File: config.mk
export PLATFORM = sky130hd
export DESIGN_NAME = mii_tx
export DESIGN_NICKNAME = d
export VERILOG_FILES = /design/src/rtl/mii_tx.sv
export SDC_FILE = /design/constraint.sdc
export NUM_CORES = 1
export LEC_CHECK = 0
export ABC_AREA = 1
export BUFFER_PORTS_ARGS = -buffer_cell sky130_fd_sc_hd__buf_4
export CORE_MARGIN = 2
export CORE_UTILIZATION = 45
export CTS_CLUSTER_DIAMETER = 80
export CTS_CLUSTER_SIZE = 16
export DETAILED_ROUTE_END_ITERATION = 16
export PLACE_DENSITY = 0.68
export SYNTH_ARGS = -nofsm -noshare
export SYNTH_HDL_FRONTEND = slang
export SYNTH_SLANG_ARGS = --single-unit
File: constraint.sdc
create_clock -name clk -period 3.6 [get_ports clk]
set_input_delay 0.54 -clock clk [delete_from_list [all_inputs] [get_ports clk]]
set_output_delay 0.54 -clock clk [all_outputs]
set_load 0.01 [all_outputs]
File: src/rtl/mii_tx.sv
// MII nibble transmitter: wraps a byte stream with preamble/SFD, optional zero pad,
// CRC-32 FCS and an inter-frame gap; aborts with tx_er when the source underruns.
module mii_tx #(
    parameter int IFG_NIBBLES = 24,
    parameter bit PAD_ENABLE  = 1'b1
) (
    input  logic       clk,
    input  logic       rst_n,
    input  logic [7:0] tx_data,
    input  logic       tx_valid,
    input  logic       tx_last,
    output logic       tx_ready,
    output logic       mii_tx_en,
    output logic [3:0] mii_txd,
    output logic       mii_tx_er,
    output logic       frame_done,
    output logic       underrun
);
    typedef enum logic [2:0] {
        S_IDLE, S_PREAMBLE, S_SFD, S_DATA, S_PAD, S_FCS, S_ABORT, S_IFG
    } state_t;

    localparam logic [31:0] CRC_POLY = 32'hEDB88320;
    localparam logic [10:0] MIN_BYTES = 11'd60;

    state_t      state_q, state_d;
    logic        hi_q, hi_d;
    logic [7:0]  byte_q, byte_d;
    logic        last_q, last_d;
    logic [10:0] bcnt_q, bcnt_d;
    logic [15:0] ncnt_q, ncnt_d;
    logic [31:0] crc_q, crc_d;
    logic        tx_en_q, tx_en_d;
    logic [3:0]  txd_q, txd_d;
    logic        tx_er_q, tx_er_d;
    logic        done_q, done_d;
    logic        und_q, und_d;

    function automatic logic [31:0] crc_nibble(input logic [31:0] c, input logic [3:0] n);
        logic [31:0] r;
        r = c;
        for (int i = 0; i < 4; i++) begin
            if (r[0] ^ n[i]) r = (r >> 1) ^ CRC_POLY;
            else             r = r >> 1;
        end
        return r;
    endfunction

    function automatic logic [10:0] sat_inc(input logic [10:0] v);
        return (v == 11'h7FF) ? v : v + 11'd1;
    endfunction

    // state_q describes the nibble currently on the wire; outputs are registered
    // from the next state so they line up with it.
    assign tx_ready = (state_q == S_IDLE) || (state_q == S_DATA && hi_q && !last_q);

    always_comb begin
        state_d = state_q;
        hi_d    = hi_q;
        byte_d  = byte_q;
        last_d  = last_q;
        bcnt_d  = bcnt_q;
        ncnt_d  = ncnt_q;
        crc_d   = crc_q;
        done_d  = 1'b0;
        und_d   = 1'b0;
        tx_en_d = 1'b0;
        txd_d   = 4'h0;
        tx_er_d = 1'b0;

        case (state_q)
            S_IDLE: begin
                if (tx_valid) begin
                    state_d = S_PREAMBLE;
                    byte_d  = tx_data;
                    last_d  = tx_last;
                    bcnt_d  = 11'd1;
                    ncnt_d  = 16'd0;
                    crc_d   = 32'hFFFFFFFF;
                end
            end
            S_PREAMBLE: begin
                if (ncnt_q == 16'd14) state_d = S_SFD;
                else                  ncnt_d  = ncnt_q + 16'd1;
            end
            S_SFD: begin
                state_d = S_DATA;
                hi_d    = 1'b0;
            end
            S_DATA, S_PAD: begin
                if (!hi_q) begin
                    hi_d = 1'b1;
                end else if (!last_q) begin
                    if (tx_valid) begin
                        byte_d = tx_data;
                        last_d = tx_last;
                        bcnt_d = sat_inc(bcnt_q);
                        hi_d   = 1'b0;
                    end else begin
                        state_d = S_ABORT;
                        und_d   = 1'b1;
                    end
                end else if (PAD_ENABLE && bcnt_q < MIN_BYTES) begin
                    state_d = S_PAD;
                    byte_d  = 8'h00;
                    bcnt_d  = sat_inc(bcnt_q);
                    hi_d    = 1'b0;
                end else begin
                    state_d = S_FCS;
                    ncnt_d  = 16'd0;
                end
            end
            S_FCS: begin
                if (ncnt_q == 16'd7) begin
                    state_d = S_IFG;
                    ncnt_d  = 16'd0;
                    done_d  = 1'b1;
                end else begin
                    ncnt_d = ncnt_q + 16'd1;
                end
            end
            S_ABORT: begin
                state_d = S_IFG;
                ncnt_d  = 16'd0;
            end
            S_IFG: begin
                if (int'(ncnt_q) + 1 >= IFG_NIBBLES) state_d = S_IDLE;
                else                                 ncnt_d  = ncnt_q + 16'd1;
            end
            default: state_d = S_IDLE;
        endcase

        case (state_d)
            S_PREAMBLE: begin tx_en_d = 1'b1; txd_d = 4'h5; end
            S_SFD:      begin tx_en_d = 1'b1; txd_d = 4'hD; end
            S_DATA, S_PAD: begin
                tx_en_d = 1'b1;
                txd_d   = hi_d ? byte_d[7:4] : byte_d[3:0];
            end
            S_FCS: begin
                tx_en_d = 1'b1;
                txd_d   = ~crc_q[{ncnt_d[2:0], 2'b00} +: 4];
            end
            S_ABORT: begin tx_en_d = 1'b1; tx_er_d = 1'b1; end
            default: ;
        endcase

        // CRC tracks exactly the nibbles that go out as data or pad
        if (state_d == S_DATA || state_d == S_PAD) crc_d = crc_nibble(crc_q, txd_d);
    end

    always_ff @(posedge clk or negedge rst_n) begin
        if (!rst_n) begin
            state_q <= S_IDLE;
            hi_q    <= 1'b0;
            byte_q  <= 8'h00;
            last_q  <= 1'b0;
            bcnt_q  <= 11'd0;
            ncnt_q  <= 16'd0;
            crc_q   <= 32'h0;
            tx_en_q <= 1'b0;
            txd_q   <= 4'h0;
            tx_er_q <= 1'b0;
            done_q  <= 1'b0;
            und_q   <= 1'b0;
        end else begin
            state_q <= state_d;
            hi_q    <= hi_d;
            byte_q  <= byte_d;
            last_q  <= last_d;
            bcnt_q  <= bcnt_d;
            ncnt_q  <= ncnt_d;
            crc_q   <= crc_d;
            tx_en_q <= tx_en_d;
            txd_q   <= txd_d;
            tx_er_q <= tx_er_d;
            done_q  <= done_d;
            und_q   <= und_d;
        end
    end

    assign mii_tx_en  = tx_en_q;
    assign mii_txd    = txd_q;
    assign mii_tx_er  = tx_er_q;
    assign frame_done = done_q;
    assign underrun   = und_q;
endmodule

==> metrics.csv <==
metric;value;unit
outcome;complete, no violations;
total wire length;14.38;mm
peak supply drop;0.6646;mV
core area;11960;um2
Root Buffer;clkbuf_16;
Overflow after GRT;0;
MaxCap Viol Count;0;
DRC;0;
Cells after DPL;989;
RSZ-0062 raised after global routing;yes;
row count;40;
CP startpoint kind;flop;
Mapped Nets;834;
Die ar.;13120;um2
Worst Reg2Reg Path Length in Cells;22;
setup violators final;0;
Initial Util;45.97;%
static leakage;0.003122;uW
sequential fraction of the synthesis area;36.41;%
Die Span Y;114.5;um
fillcell total;1171;
largest net degree at the start of global routing;74;
Hold/Removal Path Class;in2async;
Required @ worst endpoint;3.85;ns
r2r startpoint;ncnt_q[1]$_DFF_PN0_;
Layout Cells excl Fill;1009;
H-Tree Depth;3;
critical path type;reg2reg;
Worst-path clk slew;0.06;ns
Tmin final;3.343;ns
Ant. Diodes;0;
Slew headroom;34.94;%
CTS tree;built;
Total GRT Usage;23.07;%
Synth-to-Final Area Change;15.61;%
Clock Latency Late Sink;0.35;ns
vias per cell;5.351;
initial antenna violation count;0;
TritonCTS Sinks;80;
max frequency;0.2992;GHz
WHS;0.2958;ns
worst-margin pin slew;0.9758;ns
Num CTS Buffers;9;
top_reg_cell synth;dfrtp_1;
Cells after Synth;819;
final core occ;53.15;%
CP max FO;10;
clock skew;0.008273;ns
DR WL/cell;14.26;um
global-route wire length before repair;23.97;mm
routability cong.;0.9413;
unique cell type count in the Yosys netlist;48;
ys async rst share;100.0;%
port buffer count;20;
Seq cells post-synth;80;
Fin. Hold Viols;0;
setup TNS;0;ns
ANT nets after route;0;
YS warnings;0;
initial DRC count;405;
die width;114.5;um
Synth Cell Area;5499;um2
Ports;21;
routed vias;5399;
fin nets;872;
Longest Clk Path Bufs;2;
layout cells sized above 1;14.50;%
detailed placement HPWL;10.29;mm
Worst Setup End Kind;flop;
Critical Path Source;ncnt_q[1]$_DFF_PN0_;
via count of the first global-routing pass;4963;
Avg Synthesized Cell Area;6.714;um2
period utilization;92.85;%
number of flops mapped to enable cells by yosys;0;
first-pass iteration count of the detailed router;5;
Critical Path AT;3.60;ns
PD cells;907.8;nW/um2
final slew viol count;0;
[registers in the layout, summed over array words and instances, names as in the netlist]
register    cells
mii_tx_en       1
frame_done      1
byte_q          8
underrun        1
ncnt_q         16
hi_q            1
mii_txd         4
crc_q          32
bcnt_q         11
mii_tx_er       1
last_q          1
state_q         3
[layout make-up]
class                           instances  area (um2)  area share [%]
Timing Repair Buffer                   44       330.3           5.196
Clock inverter                          6       90.09           1.417
Tap cell                              147       183.9           2.893
Multi-Input combinational cell        600        3057           48.08
Sequential cell                        80        2007           31.57
Clock buffer                           10       229.0           3.602
Inverter                              122       460.4           7.243
[Yosys cell counts (2+ instances only)]
master	count	area share, %
nand2_1	251	17
nand3_1	124	11
inv_1	117	8.0
dfrtp_1	80	36
o21ai_0	57	5.2
nor2_1	51	3.5
nand4_1	16	1.8
nand2_2	14	1.6
nor3_1	13	1.2
a21oi_1	12	1.1
clkbuf_1	9	0.61
nand2_4	6	1.2
xor2_1	6	0.96
inv_2	4	0.27
nor2_4	4	0.82
o22ai_1	4	0.45
buf_2	3	0.27
buf_4	3	0.41
ha_1	3	0.68
nand3_2	3	0.55
nor2_2	3	0.34
o21ai_1	3	0.27
a21oi_2	2	0.32
a21oi_4	2	0.59
buf_6	2	0.41
mux2i_1	2	0.36
nand3_4	2	0.64
nor3b_1	2	0.27
o21a_1	2	0.27
[cells in the final DEF, fill, tap and decap left out, types with 9 or more instances in the layout]
cell / n
inv_1: 115
a21oi_1: 12
buf_4: 44
nand4_1: 16
nand2_2: 14
nor3_1: 13
nor2_1: 49
nand2_1: 247
dfrtp_1: 76
clkbuf_16: 9
nand3_1: 122
nand2_4: 9
o21ai_0: 56
[worst paths after layout]
check / endpoint / slack (ns)
max: crc_q[27]$_DFFE_PN0P_ / 0.26
min reg2reg: crc_q[15]$_DFFE_PN0P_ / 0.55
min: crc_q[27]$_DFFE_PN0P_ / 0.30
max in group asynchronous: ncnt_q[4]$_DFFE_PN0P_ / 2.55
max reg2reg: crc_q[27]$_DFFE_PN0P_ / 0.26
min in group clk: byte_q[7]$_DFF_PN0_ / 0.47
[cell families after synthesis]
kind of cell             share of synthesized area (%)
flip-flops                                       36.41
AO/OA/AOI/OAI                                    9.943
XOR/XNOR                                        0.9556
buffers and inverters                            10.15
adder cells (fa/ha/maj)                         0.6827
AND/OR/NAND/NOR                                  41.50
multiplexers                                    0.3641
[worst max-delay path, stage by stage, from the launching register on]
cell and delay (ns):
dfrtp_2 0.43, nand2_1 0.11, nor2_4 0.18, buf_4 0.16
nand3_1 0.08, nand2_1 0.07, nand2_1 0.07, nor2_1 0.12
nand2_1 0.11, nor2_4 0.15, nand3_4 0.13, a21oi_4 0.25
nand2_2 0.11, o21ai_4 0.30, o211ai_2 0.18, nand3_1 0.18
nand2_4 0.13, nand2_1 0.09, nand2_1 0.13, nand2_1 0.10
nand3_1 0.07, nand2_1 0.07, inv_1 0.03
[power by group]
| part | switching [uW] | internal [uW] | leakage (uW) |
|---|---|---|---|
| Combinational | 2310 | 1150 | 0.00205 |
| Sequential | 191 | 1120 | 0.000917 |
| Clock | 395 | 611 | 0.000153 |
| Total | 2900 | 2870 | 0.00312 |
[through the flow]
step | power [uW] | setup WS [ns] | area, um2
6_report | 5771 | 0.2574 | 6357
5_1_grt | 6307 | -0.02105 | 6357
4_1_cts | 5607 | 0.1649 | 6212
3_5_place_dp | 4582 | 0.1815 | 5893
3_3_place_gp | 4555 | 0.2311 | 5893
2_1_floorplan | 3734 | 0.6005 | 5499
[routing by layer]
layer	up-vias	GRT usage (%)	routed length, um
li1	2722	-	-
met4	0	8.374	345
met5	-	0	0
met3	31	5.294	663
met1	2498	29.78	6528
met2	148	37.83	6848
[timing repair]
action                                  CTS  global route
hold buffers                              0             0
resized for setup                         0            29
endpoints found under the setup margin    0            28
buffers inserted                          0             3
Note: power is estimated with default switching activity, not from simulation.
